### src/rtl/port_drain_pkg.sv
// Shared types and constants for the port-arbitration queue consumer.
// The port-index type is also used by the queue side.
package port_drain_pkg;

  localparam int NUM_PORTS = 4;
  localparam int PORT_W    = 2;
  localparam int BYTE_W    = 8;
  localparam int PKT_CNT_W = 16;

  typedef logic [PORT_W-1:0] port_idx_t;

  typedef enum logic [1:0] {
    IDLE = 2'd0,
    SEND = 2'd1,
    CSUM = 2'd2
  } state_e;

endpackage

### src/rtl/port_drain_tx_byte_serializer.sv
// Word buffer plus byte index for the egress link.
// The word is presented MSB byte first. The index only moves on 'advance',
// so the presented byte holds stable while the sink stalls.
module byte_serializer
  import port_drain_pkg::*;
#(
  parameter int DATA_W = 32
) (
  input  logic              clk,
  input  logic              rst_b,
  input  logic              load,
  input  logic [DATA_W-1:0] load_data,
  input  port_idx_t         load_src,
  input  logic              advance,
  output logic [BYTE_W-1:0] cur_byte,
  output logic              first,
  output logic              last,
  output port_idx_t         src
);

  localparam int NBYTES = DATA_W / BYTE_W;
  localparam int IDX_W  = $clog2(NBYTES + 1);

  logic [DATA_W-1:0] buf_q, buf_d;
  logic [IDX_W-1:0]  idx_q, idx_d;
  port_idx_t         src_q, src_d;

  // Next-state for buffer, index and source: load wins, otherwise step the index
  always_comb begin
    buf_d = buf_q;
    idx_d = idx_q;
    src_d = src_q;
    if (load) begin
      buf_d = load_data;
      idx_d = '0;
      src_d = load_src;
    end else if (advance) begin
      idx_d = idx_q + 1'b1;
    end
  end

  // Buffer, index and source registers
  always_ff @(posedge clk or negedge rst_b) begin
    if (!rst_b) begin
      buf_q <= '0;
      idx_q <= '0;
      src_q <= '0;
    end else begin
      buf_q <= buf_d;
      idx_q <= idx_d;
      src_q <= src_d;
    end
  end

  // Byte select: index 0 maps to the most significant byte of the word
  always_comb begin
    cur_byte = '0;
    for (int i = 0; i < NBYTES; i++) begin
      if (idx_q == IDX_W'(NBYTES - 1 - i)) begin
        cur_byte = buf_q[i*BYTE_W +: BYTE_W];
      end
    end
  end

  assign first = (idx_q == '0);
  assign last  = (idx_q == IDX_W'(NBYTES - 1));
  assign src   = src_q;

endmodule

### src/rtl/port_drain_tx.sv
// Consumer end of the port-arbitration queue: loads one port word per
// wr_data strobe and drains it as bytes over a valid/ready link.
// Optional trailing checksum byte: define PORT_DRAIN_CSUM_EN.
module port_drain_tx
  import port_drain_pkg::*;
#(
  parameter int DATA_W = 32
) (
  input  logic                                clk,
  input  logic                                rst_b,
  input  logic                                wr_data,
  input  port_idx_t                           select,
  input  logic [NUM_PORTS-1:0][DATA_W-1:0]    port_data,
  output logic                                data_empty,
  output logic                                tx_valid,
  input  logic                                tx_ready,
  output logic [BYTE_W-1:0]                   tx_byte,
  output logic                                tx_sop,
  output logic                                tx_eop,
  output port_idx_t                           tx_src,
  output logic [PKT_CNT_W-1:0]                pkt_cnt,
  output logic                                proto_err
);

  state_e                 state_q, state_d;
  logic [PKT_CNT_W-1:0]   pkt_cnt_q, pkt_cnt_d;
  logic                   proto_err_q, proto_err_d;
  logic                   load, advance, pkt_inc;
  logic [BYTE_W-1:0]      ser_byte;
  logic                   ser_first, ser_last;
  port_idx_t              ser_src;

  byte_serializer #(.DATA_W(DATA_W)) u_ser (
    .clk       (clk),
    .rst_b     (rst_b),
    .load      (load),
    .load_data (port_data[select]),
    .load_src  (select),
    .advance   (advance),
    .cur_byte  (ser_byte),
    .first     (ser_first),
    .last      (ser_last),
    .src       (ser_src)
  );

`ifdef PORT_DRAIN_CSUM_EN
  logic [BYTE_W-1:0] csum_q, csum_d;

  // Running XOR of transferred data bytes, cleared on each new load
  always_comb begin
    csum_d = csum_q;
    if (load) begin
      csum_d = '0;
    end else if (state_q == SEND && tx_ready) begin
      csum_d = csum_q ^ ser_byte;
    end
  end

  // Checksum accumulator register
  always_ff @(posedge clk or negedge rst_b) begin
    if (!rst_b) csum_q <= '0;
    else        csum_q <= csum_d;
  end
`endif

  // FSM next-state and egress outputs; a byte moves when tx_ready is high in SEND/CSUM
  always_comb begin
    state_d  = state_q;
    load     = 1'b0;
    advance  = 1'b0;
    pkt_inc  = 1'b0;
    tx_valid = 1'b0;
    tx_byte  = '0;
    tx_sop   = 1'b0;
    tx_eop   = 1'b0;
    case (state_q)
      IDLE: begin
        if (wr_data) begin
          load    = 1'b1;
          state_d = SEND;
        end
      end
      SEND: begin
        tx_valid = 1'b1;
        tx_byte  = ser_byte;
        tx_sop   = ser_first;
`ifdef PORT_DRAIN_CSUM_EN
        tx_eop   = 1'b0;
`else
        tx_eop   = ser_last;
`endif
        if (tx_ready) begin
          if (ser_last) begin
`ifdef PORT_DRAIN_CSUM_EN
            state_d = CSUM;
`else
            state_d = IDLE;
            pkt_inc = 1'b1;
`endif
          end else begin
            advance = 1'b1;
          end
        end
      end
`ifdef PORT_DRAIN_CSUM_EN
      CSUM: begin
        tx_valid = 1'b1;
        tx_byte  = csum_q ^ {{(BYTE_W-PORT_W){1'b0}}, ser_src};
        tx_eop   = 1'b1;
        if (tx_ready) begin
          state_d = IDLE;
          pkt_inc = 1'b1;
        end
      end
`endif
      default: state_d = IDLE;
    endcase
  end

  // Saturating packet counter and sticky protocol-error flag
  always_comb begin
    pkt_cnt_d   = pkt_cnt_q;
    proto_err_d = proto_err_q;
    if (pkt_inc && (pkt_cnt_q != '1)) begin
      pkt_cnt_d = pkt_cnt_q + 1'b1;
    end
    if (wr_data && (state_q != IDLE)) begin
      proto_err_d = 1'b1;
    end
  end

  // State, counter and error registers
  always_ff @(posedge clk or negedge rst_b) begin
    if (!rst_b) begin
      state_q     <= IDLE;
      pkt_cnt_q   <= '0;
      proto_err_q <= 1'b0;
    end else begin
      state_q     <= state_d;
      pkt_cnt_q   <= pkt_cnt_d;
      proto_err_q <= proto_err_d;
    end
  end

  assign data_empty = (state_q == IDLE);
  assign tx_src     = ser_src;
  assign pkt_cnt    = pkt_cnt_q;
  assign proto_err  = proto_err_q;

endmodule
### config.mk
export PLATFORM = sky130hd
export DESIGN_NAME = port_drain_tx
export DESIGN_NICKNAME = d
export VERILOG_FILES = /design/src/rtl/port_drain_pkg.sv /design/src/rtl/port_drain_tx_byte_serializer.sv /design/src/rtl/port_drain_tx.sv
export SDC_FILE = /design/constraint.sdc
export NUM_CORES = 1
export LEC_CHECK = 0
export BUFFER_PORTS_ARGS = -buffer_cell sky130_fd_sc_hd__clkbuf_2
export CAP_MARGIN = 20
export CORE_AREA = 2 2 73 103
export DETAILED_ROUTE_END_ITERATION = 10
export DIE_AREA = 0 0 75 105
export PLACE_DENSITY = 0.94
export SYNTH_ARGS = -nofsm -noshare
export SYNTH_HDL_FRONTEND = slang
export SYNTH_SLANG_ARGS = --single-unit
export TNS_END_PERCENT = 50
### constraint.sdc
create_clock -name clk -period 4.6 [get_ports clk]
set_input_delay 0.23 -clock clk [delete_from_list [all_inputs] [get_ports clk]]
set_output_delay 0.23 -clock clk [all_outputs]
set_load 0.1 [all_outputs]
Yosys cells after proc, flatten, opt, wreduce, memory -nomap -nowiden
Index checks and enable logic that the tools add are counted.
W data, S select, Z words.
{ "op_classes": {"n_lt_le_gt_ge": 1, "muxes": 24, "eq_ne": 8, "addsub": 2, "reduce_logical": 7} }
{ "op_table": {"columns": ["cell", "count"], "rows": [
  ["$bmux W32 S2", 1],
  ["$mux W8", 5],
  ["$mux W32", 1],
  ["$add A16 B1 Y16 const B", 1],
  ["$ne A16 B16 Y1 const B", 1],
  ["$mux W1", 11],
  ["$eq A3 B2 Y1 const B", 2],
  ["$mux W2", 3],
  ["$mux W3", 2],
  ["$ne A2 B2 Y1 const B", 3],
  ["$pmux W2 S2", 1],
  ["$reduce_bool A2 Y1", 2],
  ["$add A3 B1 Y3 const B", 1],
  ["$eq A3 B1 Y1 const B", 1],
  ["$logic_not A3 Y1", 1],
  ["$lt A2 B3 Y1 const B", 1],
  ["$reduce_and A3 Y1", 1],
  ["$eq A2 B1 Y1 const B", 1],
  ["$logic_and A1 B1 Y1", 2],
  ["$logic_not A2 Y1", 1]
]} }
{ "word_totals": {"ff_bits": 56, "input_bits": 134} }

Longest topological paths before layout
Gate-level depths: netlist of the first run.
{ "depth": {"depth_word": 6, "depth_mapped": 8, "mapped_depth_nobuf": 6} }

By module
Synthesis of the first run repeated with hierarchy kept, for this count alone.
{ "hier_totals": {"cells_unflattened": 289, "area_unflattened_um2": 3554.7} }
{ "by_module_without_submodules": {"columns": ["module", "cells_per_inst", "n_inst", "area_per_inst_um2", "seq_area_each_um2"], "rows": [
  ["byte_serializer", 155, 1, 1790.5, 925.9],
  ["port_drain_tx", 134, 1, 1764.2, 450.4]
]} }

Worst setup path before layout of the first run
OpenSTA, ideal clock, no wires.
{ "synth_timing": {"path_type": "register to output", "start": "register state_q[0]", "end": "output tx_byte[0]", "path_slack_ps": 1355, "path_stages_with_launch": 5, "required_ps": 4370, "n_path_buf": 2, "arrival_ps": 3015, "cell_sequence": "dfrtp_1 -> buf_4 -> clkbuf_1 -> nand2_1 -> o22ai_1"} }
{ "synth_via": {"elab_chain_cells": 2} }
{ "synth_rtl": {"columns": ["element", "line", "text"], "rows": [
  ["start, declared", "port_drain_tx.sv:25", "state_e state_q, state_d;"],
  ["start signal, assigned", "port_drain_tx.sv:139", "state_q <= state_d;"],
  ["$eq A2 B1 Y1", "port_drain_tx.sv:76", "case (state_q)"],
  ["$mux W8", "port_drain_tx.sv:76", null],
  ["end, declared", "port_drain_tx.sv:17", "output logic [BYTE_W-1:0] tx_byte,"]
]} }
No other way between the ends.

Worst setup path in the final report of the first run
{ "layout_timing": {"start": "register u_ser.idx_q[0]", "end": "output tx_byte[1]"} }
{ "layout_via": {"elab_chain_cells": 6} }
{ "layout_rtl": {"columns": ["element", "line", "text"], "rows": [
  ["start, declared", "port_drain_tx_byte_serializer.sv:25", "logic [IDX_W-1:0] idx_q, idx_d;"],
  ["start signal, assigned", "port_drain_tx_byte_serializer.sv:50", "idx_q <= idx_d;"],
  ["$eq A3 B2 Y1", "port_drain_tx_byte_serializer.sv:59", "if (idx_q == IDX_W'(NBYTES - 1 - i)) begin"],
  ["$mux W8 (3 in a row)", "port_drain_tx_byte_serializer.sv:59", null],
  ["$mux W8 (*)", "port_drain_tx_byte_serializer.sv:59", null],
  ["$mux W8 (*)", "port_drain_tx.sv:76", null]
]} }
Mark *: on every way between the ends. The rest lies on a longest branch, timed or not.

==> results by stage, run 1 <==
STA:
- After layout, the worst setup slack is 1.81 ns.
- For the finished layout, the period the worst path requires is 2.79 ns.
- The final setup violation count is 0.
- The final setup TNS is 0 ns.
- The number of hold violations in the final report is 0.
- Timing would allow up to 0.359 GHz.
- Clock skew on the completed layout was measured at 0.00738 ns.
- In the finished design, the share of the clock period the worst path needs comes to 60.6%.
- For the pin with the worst max-slew slack, the measured transition is 0.904 ns.
- The worst slew margin relative to its limit is 39.6%.
- The count of pins over their slew limit came to 0.
- Setup repair after global routing left no endpoint under its margin.

Detailed routing:
- The routed length per placed instance is 17.6 um.
- The count of nets left with antenna violations once routing finished came out at 0.
- For this run, the detailed router's first-pass iteration total came to 4.
- After detailed routing, the total wire length is 9230 um.
- For this run, design rule violations remaining after detail routing come to 0.
- The final route contains 2963 vias.
- The detailed router finished its first iteration with 127 violations.
- In the routed layout, each cell is associated on average with a via count of 5.67.

Critical path:
- The launch point of the worst reg-to-reg path is u_ser.idx_q[2].
- STA classifies the critical path startpoint as a flop.
- STA classifies the critical path endpoint as an output port.
- Along the worst path, the maximum fanout reaches 9.
- The setup check on the worst reg-to-reg path leaves a slack of 2.23 ns.
- The critical path in this run is classified as reg2out.
- The endpoint of the most critical register-to-register path is pkt_cnt[9].
- The worst register-to-register path has a depth of 6.
- The data arrival time of the worst path is 2.56 ns.
- Data on the critical path is required at its endpoint by 4.37 ns.

Synth:
- The most frequent cell after synthesis is sky130_fd_sc_hd__dfrtp_1.
- The fraction of synthesized cell area taken by the top area cell type is 40.1%.
- The number of enable flip-flop cells after synthesis is 0.
- For this run, the leading register cell type out of synthesis is sky130_fd_sc_hd__dfrtp_1.
- Sequential cells were found to cover 40.1% of the synthesized design area.
- Ranked by instance count, the synthesized netlist is headed by sky130_fd_sc_hd__dfrtp_1, sky130_fd_sc_hd__mux2_2, sky130_fd_sc_hd__mux4_2.
- A synthesized cell averages 12.6 um2.
- The net count of the mapped netlist is 413.
- The async set-or-reset flop fraction in the synthesized netlist is 100%.
- After synthesis the netlist holds a flip-flop and latch count of 55.
- The Yosys warning count is 0.
- After synthesis, the cell types taking the most area are sky130_fd_sc_hd__dfrtp_1, sky130_fd_sc_hd__mux4_2, sky130_fd_sc_hd__mux2_2.
- The count of mapped cells out of synthesis is 273.
- The cell accounting for the most synthesized area is sky130_fd_sc_hd__dfrtp_1.
- The combined area of all synthesized cells is 3430 um2.
- Counting distinct cell types in the post-synthesis netlist gives 38.

Finish:
- The non-filler instance count after layout is 523.
- In the final design database the tool counted 567 nets.
- The total of fill cells in the finished design is 501.
- The share of cells above drive strength 1 is 57.5%.
- The signed area change from the synthesized netlist to the final layout is 27.5%.
- 0 antenna diodes ended up in the layout.

Power:
- IR analysis of the VDD net gives a maximum drop of 850 uV.
- Summed over all cells, the static leakage comes to 0.00208 uW.
- The power density normalized to cell area is 628 nW/um2.

Clock tree:
- The H-tree was split into 2 levels.
- For the worst-skew pair, the clock arrives at the later sink with an insertion delay of 0.31 ns.
- The clock passes through at most 2 buffers.
- The clock edge transition at the registers on the reported setup and hold paths is 0.10 ns.
- The TritonCTS clock tree is done.
- For this design, the CTS-stage hold fixing added 0 buffers.
- After clock tree synthesis, the repair step resized 0 gates.
- The library cell used as clock root buffer is sky130_fd_sc_hd__clkbuf_8.
- Post-CTS timing repair inserted 0 buffers for setup.
- The clock buffer count from CTS is 5.
- The number of sinks on the clock net is 55.

Global route:
- Global routing used 24.3% of the available tracks across all layers.
- The pin count of the biggest net entering global routing is 56.
- The via count of the first global-routing pass is 3118.
- The first global-routing pass estimated 14400 um of wire.
- The leftover overflow at the end of global routing is 0.
- The initial antenna violation count came to 0.

Floorplanning:
- The floorplan step defined a core boundary enclosing 6890 um2.
- Once the floorplan was initialized, standard cells occupied 49.8% of the core.
- The chip width is 75 um.
- The total die area is 7880 um2.
- The boundary pin count is 165.
- The floorplan has 36 rows.
- The vertical extent of the die is 105 um.

Place:
- The congestion estimate from routability-driven global placement came to 0.934.
- The placed wire-length estimate is 7500 um.
- The worst setup slack after placement is 2.22 ns.
- The total instance count after detailed placement is 515.
- During placement, the flow inserted port buffers numbering 164.

Outcome:
- The flow ran to the end, and the final reports show no timing, DRC or antenna violations.

Job:
- Max-cap violations in this run came to 0.

Min path:
- The path type of the worst min-delay path is in2async.
-- layout by cell type (no fill, tap or decap), drive strengths merged, types with 2 or more instances in the layout --
cell,synthesis,routed
a21oi,4,4
clkbuf,9,169
mux4,32,32
nand3,9,9
nand2b,2,2
nor2,7,7
nand2,26,26
nor3,3,3
nand3b,8,8
xor2,4,4
buf,10,2
mux2,35,35
o22ai,8,8
a31oi,2,2
xnor2,9,9
nand4,6,6
and2,2,2
ha,6,6
o211ai,8,8
o21ai,12,12
clkinv,0,2
inv,4,5
nor2b,2,2
dfrtp,55,55
-- worst max path at each step --
stage,from,endpoint,slack [ns],cells after the start
after floorplan,state_q[0],tx_byte[0],1.35,4
after global placement,u_ser.idx_q[0],tx_byte[0],2.33,7
after detailed placement,u_ser.idx_q[0],tx_byte[6],2.22,7
after CTS,u_ser.idx_q[0],tx_byte[6],1.84,7
after global routing,u_ser.idx_q[0],tx_byte[6],1.59,7
final,u_ser.idx_q[0],tx_byte[1],1.81,7
-- logic make-up after synthesis --
family | Yosys count | share of synthesized area (%)
XOR/XNOR | 13 | 3.32
AO/OA/AOI/OAI | 37 | 6.59
flip-flops | 55 | 40.1
adder cells (fa/ha/maj) | 6 | 2.19
multiplexers | 68 | 32.9
AND/OR/NAND/NOR | 71 | 11.5
buffers and inverters | 23 | 3.50
-- worst max-delay path, cell delays in order, from the launching register on --
cell and delay (ns):
sky130_fd_sc_hd__dfrtp_1 0.43, sky130_fd_sc_hd__inv_1 0.13, sky130_fd_sc_hd__ha_1 0.34, sky130_fd_sc_hd__nor2b_1 0.53, sky130_fd_sc_hd__o211ai_1 0.17, sky130_fd_sc_hd__o21ai_0 0.11, sky130_fd_sc_hd__o22ai_1 0.13, sky130_fd_sc_hd__clkbuf_2 0.40
-- registers in the layout (all words and copies together), names as in the netlist --
signal,flops
u_ser.idx_q,3
proto_err,1
u_ser.src,2
u_ser.buf_q,32
pkt_cnt,16
state_q,1
-- layout make-up --
| class | count | area [um2] | area share [%] |
|---|---|---|---|
| Clock inverter | 3 | 18.8 | 0.429 |
| Clock buffer | 5 | 68.8 | 1.57 |
| Multi-Input combinational cell | 195 | 1950 | 44.4 |
| Inverter | 4 | 15.0 | 0.343 |
| Timing Repair Buffer | 166 | 836 | 19.1 |
| Tap cell | 95 | 119 | 2.71 |
| Sequential cell | 55 | 1380 | 31.4 |
-- metal layers --
metal	wire [um]	global-route usage, %	vias up	part of all wire (%)
met2	5310	45.6	152	58
met5	0	0	-	0
met4	225	7.91	0	2.4
met3	562	4.82	18	6.1
met1	3130	25.7	1451	34
li1	-	-	1342	-
-- through the flow --
stage | util, % | hold WS [ns] | cell area [um2] | total power (uW)
3_5_place_dp | 62.3 | 0.402 | 4290 | 2480
2_1_floorplan | - | -0.0656 | 3430 | 2140
5_1_grt | 63.5 | 0.0752 | 4380 | 2880
3_3_place_gp | 62.3 | 0.391 | 4290 | 2440
4_1_cts | 63.5 | 0.0672 | 4380 | 2750
6_report | 63.5 | 0.0342 | 4380 | 2750
-- power by group --
group	switching, uW	internal (uW)	leakage (uW)
Combinational	1200	444	0.00135
Sequential	167	668	0.000682
Clock	161	108	0.0000483
Total	1530	1220	0.00208
Power figures use the tool's default switching activity.
==> inputs of run 2 (changes only) <==
CORE_AREA = 2 2 76 107   (was 2 2 73 103)
DIE_AREA = 0 0 78 109   (was 0 0 75 105)
PLACE_DENSITY = 0.88   (was 0.94)
clock period = 2.8 ns   (was 4.6 ns; I/O delays follow)
==> results by stage, run 2 (synthesized netlist as in run 1, its figures left out) <==
Global route:
- The initial antenna violation count was 0.
- Entering global routing, the biggest net connects 39 pins.
- The leftover overflow at the end of global routing is 0.
- The via count of the first global-routing pass is 3154.
- The first global-routing pass estimated 14600 um of wire.
- Global routing used 22.3% of the available tracks.

STA:
- The final setup violation count is 0.
- The final setup TNS is 0 ns.
- The share of the cycle needed by the critical path after routing is 92.0%.
- Static timing analysis puts the maximum clock frequency at 0.388 GHz.
- Counting I/O delays and the setup requirement, the final critical path takes 2.58 ns.
- The transition at the pin with the smallest max-transition slack is 0.919 ns.
- The count of pins over their slew limit was 0.
- Setup repair after global routing left no endpoint under its margin.
- The number of hold violations in the final report came to 0.
- The worst slew margin relative to its limit is 38.7%.
- On the final layout, the worst clock skew is 0.00839 ns.

Place:
- The total instance count after detailed placement is 522.
- The placed instances occupy a cell area of 4340 um2.
- The placed wire-length estimate is 7530 um.
- The global placement routability congestion is 0.917.
- The number of buffers inserted by port buffering is 164.

Power:
- For this design the static power due to leakage is 0.00210 uW.
- The completed layout was analyzed and its total power is 4560 uW.
- The peak supply drop is 1270 uV.
- The power density normalized to cell area is 1030 nW/um2.

Detailed routing:
- The number of vias per cell after detailed routing is 5.58.
- Once detail routing completed, the nets flagged for antenna violations numbered 0.
- The number of design-rule violations left by the first detailed-router iteration is 113.
- The first TritonRoute pass finished after 4 iterations.
- The via count is 2965.
- The routed length per placed instance is 17.2 um.
- Wires add up to 9110 um.
- The post-route DRC violation count is 0.

Floorplanning:
- 165 I/O pins were placed.
- The vertical extent of the die is 109 um.
- The chip width is 78 um.
- The die covers 8500 um2.
- The initial cell density of the core is 45.1%.
- The site row count is 38.
- The total area inside the core boundary comes to 7610 um2.

Clock tree:
- In this run the deepest clock path goes through 2 buffers.
- The TritonCTS clock tree is done.
- In this run the post-CTS setup repair buffer count came out at 0.
- The clock edge transition at the registers on the reported setup and hold paths is 0.10 ns.
- The source-to-sink clock delay at the later pin of the worst-skew pair is 0.31 ns.
- The H-tree was split into 2 levels.
- Clock tree synthesis found a total of 55 sinks.
- The cell sitting at the root of the clock tree is a sky130_fd_sc_hd__clkbuf_8.
- Counting the buffers created by CTS gives 5.

Finish:
- The post-layout net count is 570.
- After routing the design area is 4440 um2.
- The register with the most flip-flops in the layout has 32 of them.
- The library cells used most frequently in the layout, excluding fill and tap cells, are sky130_fd_sc_hd__clkbuf_2, sky130_fd_sc_hd__dfrtp_1, sky130_fd_sc_hd__mux2_2.
- The most frequent standard cell in the layout excluding fill and tap cells is sky130_fd_sc_hd__clkbuf_2.
- More flip-flops sit in one register than any other, and that register is u_ser.buf_q.
- Cells fill 58.4% of the core in the end.
- The count of cells in the finished layout, fillers not included, comes to 531.
- The share of cells above drive strength 1 is 58.7%.
- Compared with the post-synthesis result, the final layout area differs by 29.3%.
- The antenna diode instance count is 0.

Critical path:
- By instance count, the cell type seen most on the critical path is sky130_fd_sc_hd__nand2_1.
- The type of element launching the critical path is a flop.
- In this run the register-to-register setup slack is 0.49 ns.
- On the worst path, the slowest cell contributes a delay of 0.49 ns.
- The critical path goes through inv_1 -> ha_1 -> nand2_1 -> nand2_1 -> o22ai_1 -> clkbuf_2.
- The cell type of the slowest stage on the worst timing path is sky130_fd_sc_hd__clkbuf_2.
- STA puts the critical path data arrival time at 2.44 ns.
- At the worst endpoint, the required time is 2.66 ns.
- In this run the worst path has a maximum fanout of 10.
- The setup path with the least slack is of type reg2out.
- The sort of element at the end of the critical path is an output port.

Job:
- Across the run, the number of max-cap violations was 0.

Min path:
- The min-delay analysis places its worst path in the category in2reg.

Outcome:
- The run finished with clean final reports.
-- run 2: layer usage --
metal  part of all wire (%)  vias to the layer above  GRT usage [%]
met1                     35                     1418           24.2
met5                      0                        -              0
met2                     54                      154           41.0
met4                    4.9                        0           12.5
li1                       -                     1355              -
met3                    5.9                       38           3.73
-- run 2: path summary, 6_finish.rpt --
check                               startpoint           end  cells after the start
worst max-delay path            u_ser.idx_q[0]    tx_byte[4]                      6
worst min-delay path                  tx_ready    state_q[0]                      2
worst max register to register  u_ser.idx_q[2]    pkt_cnt[7]                      6
worst min register to register       proto_err     proto_err                      1
max in group asynchronous                rst_b   pkt_cnt[11]                      3
min in group asynchronous                rst_b  u_ser.src[0]                      2
-- run 2: power by group --
part           internal [uW]  leakage [uW]  switching, uW
Clock                    182     0.0000489            271
Combinational            762       0.00137           1970
Sequential              1100      0.000682            282
-- run 2: stage by stage --
step           setup WS, ns  hold WS, ns
6_report              0.224       0.0356
2_1_floorplan        -0.355       -0.156
4_1_cts               0.173       0.0336
3_5_place_dp          0.536        0.321
3_3_place_gp          0.659        0.309
5_1_grt              0.0156       0.0293
-- run 2: layout make-up --
class | count | area, um2
clock buffer | 5 | 68.8
fill | 672 | 3170
multi-input combinational | 195 | 1970
timing repair buffer | 169 | 861
inverter | 4 | 15.0
tap | 100 | 125
sequential | 55 | 1380
clock inverter | 3 | 22.5
-- run 2: timing repair --
action | CTS | global route
hold buffers | 1 | 0
endpoints found under the hold margin | 37 | 0
gates resized for setup | 0 | 1
setup endpoints to repair | 0 | 2
-- run 2: worst max-delay path: cells and delay by family (launching register included) --
family	cells	cell delay (ns)
DFF	1	0.42
buffers and inverters	2	0.59
and+or+nand+nor	2	0.62
adders and majority gates	1	0.20
AOI/OAI and AO/OA	1	0.28
